==> config.mk <==
export PLATFORM = sky130hd
export DESIGN_NAME = usadd_multi
export DESIGN_NICKNAME = d
export VERILOG_FILES = /design/src/rtl/usadd_pkg.sv /design/src/rtl/usadd_multi_parallelcnt_n.sv /design/src/rtl/usadd_multi.sv
export SDC_FILE = /design/constraint.sdc
export NUM_CORES = 1
export LEC_CHECK = 0
export CAP_MARGIN = 30
export CORE_AREA = 5 5 45 47
export DETAILED_ROUTE_END_ITERATION = 10
export DIE_AREA = 0 0 50 52
export PLACE_DENSITY_LB_ADDON = 0.1
export SYNTH_ARGS = -nofsm -noshare
export SYNTH_HDL_FRONTEND = slang
export SYNTH_SLANG_ARGS = --single-unit
==> constraint.sdc <==
create_clock -name iClk -period 1.8 [get_ports iClk]
set_input_delay 0.54 -clock iClk [delete_from_list [all_inputs] [get_ports iClk]]
set_output_delay 0.54 -clock iClk [all_outputs]
set_load 0.01 [all_outputs]
==> src/rtl/usadd_pkg.sv <==
// Shared constants and width helpers for the multi-input unipolar stochastic adder.
package usadd_pkg;

   localparam int MODE_SCALED    = 0;
   localparam int MODE_NONSCALED = 1;

   // Ceiling log2; clog2(1) = 0.
   function automatic int clog2(input int value);
      int r;
      int v;
      r = 0;
      v = value - 1;
      while (v > 0) begin
         r = r + 1;
         v = v >> 1;
      end
      return r;
   endfunction

   // Scaled mode holds acc + popcount, whose maximum is 2*num_in-1.
   function automatic int scaled_acc_w(input int num_in);
      return clog2(2 * num_in);
   endfunction

endpackage

==> src/rtl/usadd_multi_parallelcnt_n.sv <==
// Combinational popcount of an NUM_IN-bit vector; generalises the two-input parallel counter.
module parallelcnt_n
   import usadd_pkg::*;
#(
   parameter int NUM_IN = 4,
   localparam int CNT_W = clog2(NUM_IN + 1)
) (
   input  logic [NUM_IN-1:0] i_bits,
   output logic [CNT_W-1:0]  o_count
);

   always_comb begin
      o_count = '0;
      for (int i = 0; i < NUM_IN; i++) begin
         o_count = o_count + CNT_W'(i_bits[i]);
      end
   end

endmodule

==> src/rtl/usadd_multi.sv <==
// N-input stochastic adder: popcount into a residue accumulator, one registered output bit per
// cycle, with a frame counter that discards the residue at every frame boundary.
module usadd_multi
   import usadd_pkg::*;
#(
   parameter int NUM_IN   = 4,
   parameter int BITWIDTH = 8,
   parameter int MODE     = 0,
   parameter int ACC_W    = 4
) (
   input  logic              iClk,
   input  logic              iRst,
   input  logic              iClr,
   input  logic              iEn,
   input  logic [NUM_IN-1:0] iA,
   output logic              oC,
   output logic              oDone
);

   localparam int CNT_W = clog2(NUM_IN + 1);

   logic [CNT_W-1:0]    w_sum;
   logic [BITWIDTH-1:0] r_cnt;
   logic                w_last;
   logic                w_c_next;
   logic                r_c;
   logic                r_done;

   parallelcnt_n #(.NUM_IN(NUM_IN)) u_popcnt (
      .i_bits  (iA),
      .o_count (w_sum)
   );

   assign w_last = (r_cnt == '1);

   generate
      if (MODE == MODE_SCALED) begin : g_scaled
         localparam int SW = scaled_acc_w(NUM_IN);
         logic [SW-1:0] r_acc;
         logic [SW-1:0] w_t;
         logic [SW-1:0] w_acc_next;

         always_comb begin
            w_t        = r_acc + SW'(w_sum);
            w_c_next   = 1'b0;
            w_acc_next = w_t;
            if (w_t >= SW'(NUM_IN)) begin
               w_c_next   = 1'b1;
               w_acc_next = w_t - SW'(NUM_IN);
            end
         end

         always_ff @(posedge iClk or posedge iRst) begin
            if (iRst) begin
               r_acc <= '0;
            end else if (iClr) begin
               r_acc <= '0;
            end else if (iEn) begin
               r_acc <= w_last ? '0 : w_acc_next;
            end
         end
      end else begin : g_nonscaled
         logic [ACC_W-1:0] r_acc;
         logic [ACC_W:0]   w_t;
         logic [ACC_W:0]   w_dec;
         logic [ACC_W-1:0] w_acc_next;

         // Backlog of ones still owed; anything beyond the register's range is dropped.
         always_comb begin
            w_t        = {1'b0, r_acc} + (ACC_W + 1)'(w_sum);
            w_dec      = w_t - 1'b1;
            w_c_next   = 1'b0;
            w_acc_next = '0;
            if (w_t != '0) begin
               w_c_next   = 1'b1;
               w_acc_next = w_dec[ACC_W] ? '1 : w_dec[ACC_W-1:0];
            end
         end

         always_ff @(posedge iClk or posedge iRst) begin
            if (iRst) begin
               r_acc <= '0;
            end else if (iClr) begin
               r_acc <= '0;
            end else if (iEn) begin
               r_acc <= w_last ? '0 : w_acc_next;
            end
         end
      end
   endgenerate

   always_ff @(posedge iClk or posedge iRst) begin
      if (iRst) begin
         r_cnt  <= '0;
         r_c    <= 1'b0;
         r_done <= 1'b0;
      end else if (iClr) begin
         r_cnt  <= '0;
         r_c    <= 1'b0;
         r_done <= 1'b0;
      end else if (iEn) begin
         r_cnt  <= r_cnt + 1'b1;
         r_c    <= w_c_next;
         r_done <= w_last;
      end else begin
         r_c    <= 1'b0;
         r_done <= 1'b0;
      end
   end

   assign oC    = r_c;
   assign oDone = r_done;

endmodule

Word-level counts from Yosys, hierarchy flattened
Cells that the tools add are included.

cells by class
  equal/unequal tests = 1
  mux-type cells = 11
  $add $sub $neg = 6
  $lt $le $gt $ge = 1
  reductions and logical operators = 1

operators by type and width
  operator                                                        count
  8-bit 2-to-1 mux                                                2
  3-bit 2-to-1 mux                                                4
  8-bit by 1-bit adder with 8-bit output (second input constant)  1
  8-bit == test (second input constant)                           1
  3-bit by 1-bit adder with 3-bit output                          2
  1-bit 2-to-1 mux                                                5
  3-bit adder                                                     1
  3-bit >= comparator (second input constant)                     1
  3-bit subtractor (second input constant)                        1
  1-bit by 1-bit adder with 2-bit output                          1
  2-bit nonzero test                                              1

word-level totals
  output and inout bits = 2
  input bits = 8
  flip-flop bits (word level) = 13

Depth between registers and ports, before layout
  word-level depth = 9
  depth in mapped cells = 10
  mapped depth without buffers = 10

Hierarchy
A second synthesis with hierarchy kept.

unflattened totals
  cell total of the unflattened synthesis = 69
  area, all modules = 713.2 um^2

modules (own cells, without submodules)
  module         instances  area each (um^2)  sequential area each (um^2)  cells each
  usadd_multi    1          649.4             325.3                        61
  parallelcnt_n  1          63.8              0.0                          8

Least setup slack after synthesis
Ideal clock, no wire load.

  path type = input to register
  start point = input iA[0]
  end point = register g_scaled.r_acc[1]
  required time = 1.678 ns
  arrival time = 2.219 ns
  buffers on the path = 0
  path slack = -0.540 ns
  library setup time = 0.122 ns
  cell stages on the path = 9
  cell sequence = ha_1 -> inv_1 -> fa_1 -> inv_1 -> ha_1 -> inv_1 -> fa_1 -> nor2_1 -> a32o_1

on the way
  cells in the longest elaborated chain, start to end = 9
  elaborated cells between the ends (all ways) = 10
  those cells by class = 5 x add/sub; 1 x order compare; 4 x mux

RTL lines
  item                                                            line                                  RTL
  start, declared                                                 usadd_multi.sv:15                     input logic [NUM_IN-1:0] iA,
  1-bit by 1-bit adder with 2-bit output (*)                      usadd_multi_parallelcnt_n.sv:15       o_count = o_count + CNT_W'(i_bits[i]);
  3-bit by 1-bit adder with 3-bit output (*) (2 in a row)         usadd_multi_parallelcnt_n.sv:15
  3-bit adder (*)                                                 usadd_multi.sv:44                     w_t = r_acc + SW'(w_sum);
  3-bit subtractor / 3-bit >= comparator (equally long branches)  usadd_multi.sv:49, usadd_multi.sv:47
  3-bit 2-to-1 mux (*)                                            usadd_multi.sv:47                     if (w_t >= SW'(NUM_IN)) begin
  3-bit 2-to-1 mux (*)                                            usadd_multi.sv:59                     r_acc <= w_last ? '0 : w_acc_next;
  3-bit 2-to-1 mux (*)                                            usadd_multi.sv:58                     end else if (iEn) begin
  3-bit 2-to-1 mux (*)                                            usadd_multi.sv:56                     end else if (iClr) begin
  end signal, assigned                                            usadd_multi.sv:59
  end, declared                                                   usadd_multi.sv:39                     logic [SW-1:0] r_acc;

Every way passes the cells marked *; elsewhere a longest branch is shown, timed or not. The select of a mux whose other input is x is not followed.
A chain may end at the register's enable or synchronous reset.

Final worst setup path
Same ends and word-level chain as after synthesis.

==> results <==
[Yosys cell counts]
library cell	count
dfrtp_1	13
nor2_1	9
inv_1	7
a21oi_1	4
ha_1	4
nand3_1	3
nand4_1	3
o21ai_0	3
or3_1	3
xnor2_1	3
xor2_1	3
fa_1	2
nand2b_1	2
a32o_1	1
and2_1	1
buf_4	1
clkbuf_1	1
mux2i_1	1
nand2_1	1
nand4_2	1
o211ai_1	1
or2_1	1
[path summary, 6_finish.rpt]
check	from	end	slack, ps	cells after the start
max reg2reg	g_scaled.r_acc[0]	g_scaled.r_acc[1]	-240	8
min reg2reg	g_scaled.r_acc[1]	g_scaled.r_acc[1]	520	1
min in group asynchronous	iRst	r_cnt[4]	580	2
max	iA[0]	g_scaled.r_acc[1]	-450	10
min	g_scaled.r_acc[1]	g_scaled.r_acc[1]	520	1
max in group asynchronous	iRst	g_scaled.r_acc[0]	890	2
[critical path: stages]
cell    delay [ps]
buf_6           90
ha_4           250
inv_2           30
fa_1           430
inv_1           70
ha_2           160
inv_2           30
fa_2           520
nor2_2          40
a32o_1         250
[area by class of cell]
cell class | count | share of cell area
multi-input cells | 46 | 0.406
inverters | 7 | 0.0296
flip-flops and latches | 13 | 0.366
clock buffers | 4 | 0.0296
repair buffers | 14 | 0.145
well taps | 17 | 0.0239
[sequential cells by signal, summed over array words and instances (netlist names)]
name            count
g_scaled.r_acc      3
oDone               1
r_cnt               8
oC                  1
[metal layers]
layer / global-route usage / vias up
li1: - / 260
met1: 0.147 / 258
met2: 0.199 / 13
met3: 0.0573 / 0
met4: 0.0393 / 0
met5: 0 / -
[stage by stage]
step	std cells	instance area [um^2]
final	101	888
after global routing	101	888
after CTS	101	886
after detailed placement	97	846
after global placement	97	846
after floorplan	68	708
[logic make-up after synthesis]
kind of cell | after synthesis | synth area share
flops | 13 | 0.468
xor+xnor | 6 | 0.0756
simple gates | 24 | 0.183
buf+inv | 9 | 0.0540
compound gates | 9 | 0.0755
fa+ha+maj | 6 | 0.130
mux | 1 | 0.0144
[power by group]
group | internal [mW] | switching (mW)
sequential | 0.306 | 0.0117
combinational | 0.0808 | 0.0693
clock | 0.0859 | 0.0891
total | 0.473 | 0.170
[cell usage in the layout (no fill, tap or decap)]
| cell type | count |
|---|---|
| nand2_1 | 1 |
| a21oi_1 | 4 |
| o211ai_1 | 1 |
| fa_1 | 1 |
| nand2b_1 | 2 |
| o21ai_0 | 3 |
| clkdlybuf4s50_1 | 6 |
| clkbuf_1 | 1 |
| fa_2 | 1 |
| buf_4 | 5 |
| ha_2 | 1 |
| xor2_1 | 3 |
| nand4_2 | 1 |
| and2_1 | 1 |
| ha_4 | 1 |
| inv_1 | 5 |
| buf_6 | 2 |
| or2_1 | 1 |
| xnor2_1 | 2 |
| nor2_2 | 1 |
| or3_1 | 3 |
| nand4_1 | 3 |
| ha_1 | 2 |
| inv_2 | 2 |
| nor2_1 | 8 |
| dlygate4sd2_1 | 1 |
| clkbuf_4 | 3 |
| nand3_1 | 3 |
| mux2i_1 | 1 |
| xnor2_2 | 1 |
| a32o_1 | 1 |
| dfrtp_1 | 13 |
[what timing repair did]
action                     in CTS  in global routing
gates cloned                    0                  0
setup endpoints to repair       3                  3
pin swaps                       7                  5
gates resized for setup        15                  1
==> summary.txt <==
WP data arrival -> 2420 ps
Synth Area per Inst -> 10.2 um^2
status -> finished with violations
Top Ports -> 10
layout overhead on the synthesized area -> 27.7%
vias per inst -> 5.26
area of the core -> 1610 um^2
routed length on met3 -> 64 um
postcts setup bufs -> 0
RSZ-0062 raised after global routing -> yes
part of the cycle the worst path needs -> 1.25
setup TNS -> -815 ps
TritonRoute pass-1 iters -> 4
DR vias -> 531
DP HPWL -> 946 um
die height -> 52 um
vias in the first global route -> 556
Wirelength per Cell -> 12.7 um
final setup fails -> 2
Yosys cell types -> 22
htree depth -> 1
max_slew headroom -> 0.675
Req. time, crit path -> 1970 ps
Residual DRC -> 0
register area share after synthesis -> 0.468
first-pass GRT wire length -> 2450 um
Die Width -> 50 um
met2 routed WL -> 634 um
Die ar. -> 2600 um^2
Max Cap Viol -> 0
fillers -> 157
area occupied by multi-input gates -> 360 um^2
Area contributors post-synth -> dfrtp_1 (47%), ha_1 (7.2%), fa_1 (5.8%)
Synth Cell Area -> 696 um^2
Skew-Pair Late Insertion Delay -> 270 ps
share of cells above drive strength 1 -> 0.214
Overflow after GRT -> 0
Num CTS Buffers -> 3
TritonCTS clock tree -> yes
fin. max-slew vios -> 0
Detailed Route Iter0 Violations -> 7
Reg clk slew, reported paths -> 70 ps
Buffers on Ports -> 9
Antenna Cells -> 0
pin slew with the least headroom to its limit -> 487 ps
effective utilization at floorplan -> 0.431
Synth area leader -> dfrtp_1
critical path fanouts, max -> 1
Post-DRT Antenna Nets -> 0
clock tree root buffer cell -> clkbuf_4
All-Layer GR Usage -> 0.124
FF/Latch Area -> 325 um^2
GPL Wtd Cong -> 0.749
final core occ -> 0.550
largest net degree at the start of global routing -> 14
crit end category -> flop
Met1 Wirelength -> 586 um
setup ws final -> -453 ps
clk_skew -> 2.43 ps
Bufs on Longest Clock Path -> 2
worst vdd ir -> 0.000367 V
startpoint types -> input port
failing checks -> negative setup slack
initial antenna violation count -> 0
Hold Path Class -> flop to flop
yosys warns -> 0
Post-Synthesis Cells -> 68
Hold WS -> 520 ps
post-place setup slack -> -1060 ps
final critical-path required period -> 2250 ps
Worst Setup Path Type -> input port to flop
Highest Clock Rate -> 0.444 GHz
WL final -> 1290 um
post-synthesis register bit count -> 13
Hold Fails Final Rpt -> 0
Final #Nets -> 99
cell row count -> 15
Leak -> 0.405 nW
top cell type's share of synthesized area -> 0.468
total power -> 0.643 mW
PwrDens -> 724 nW/um^2
top layer in use -> met3
# hold bufs at CTS -> 0
clk sinks -> 13
Synth Net Count -> 82
Power figures use the tool's default switching activity.
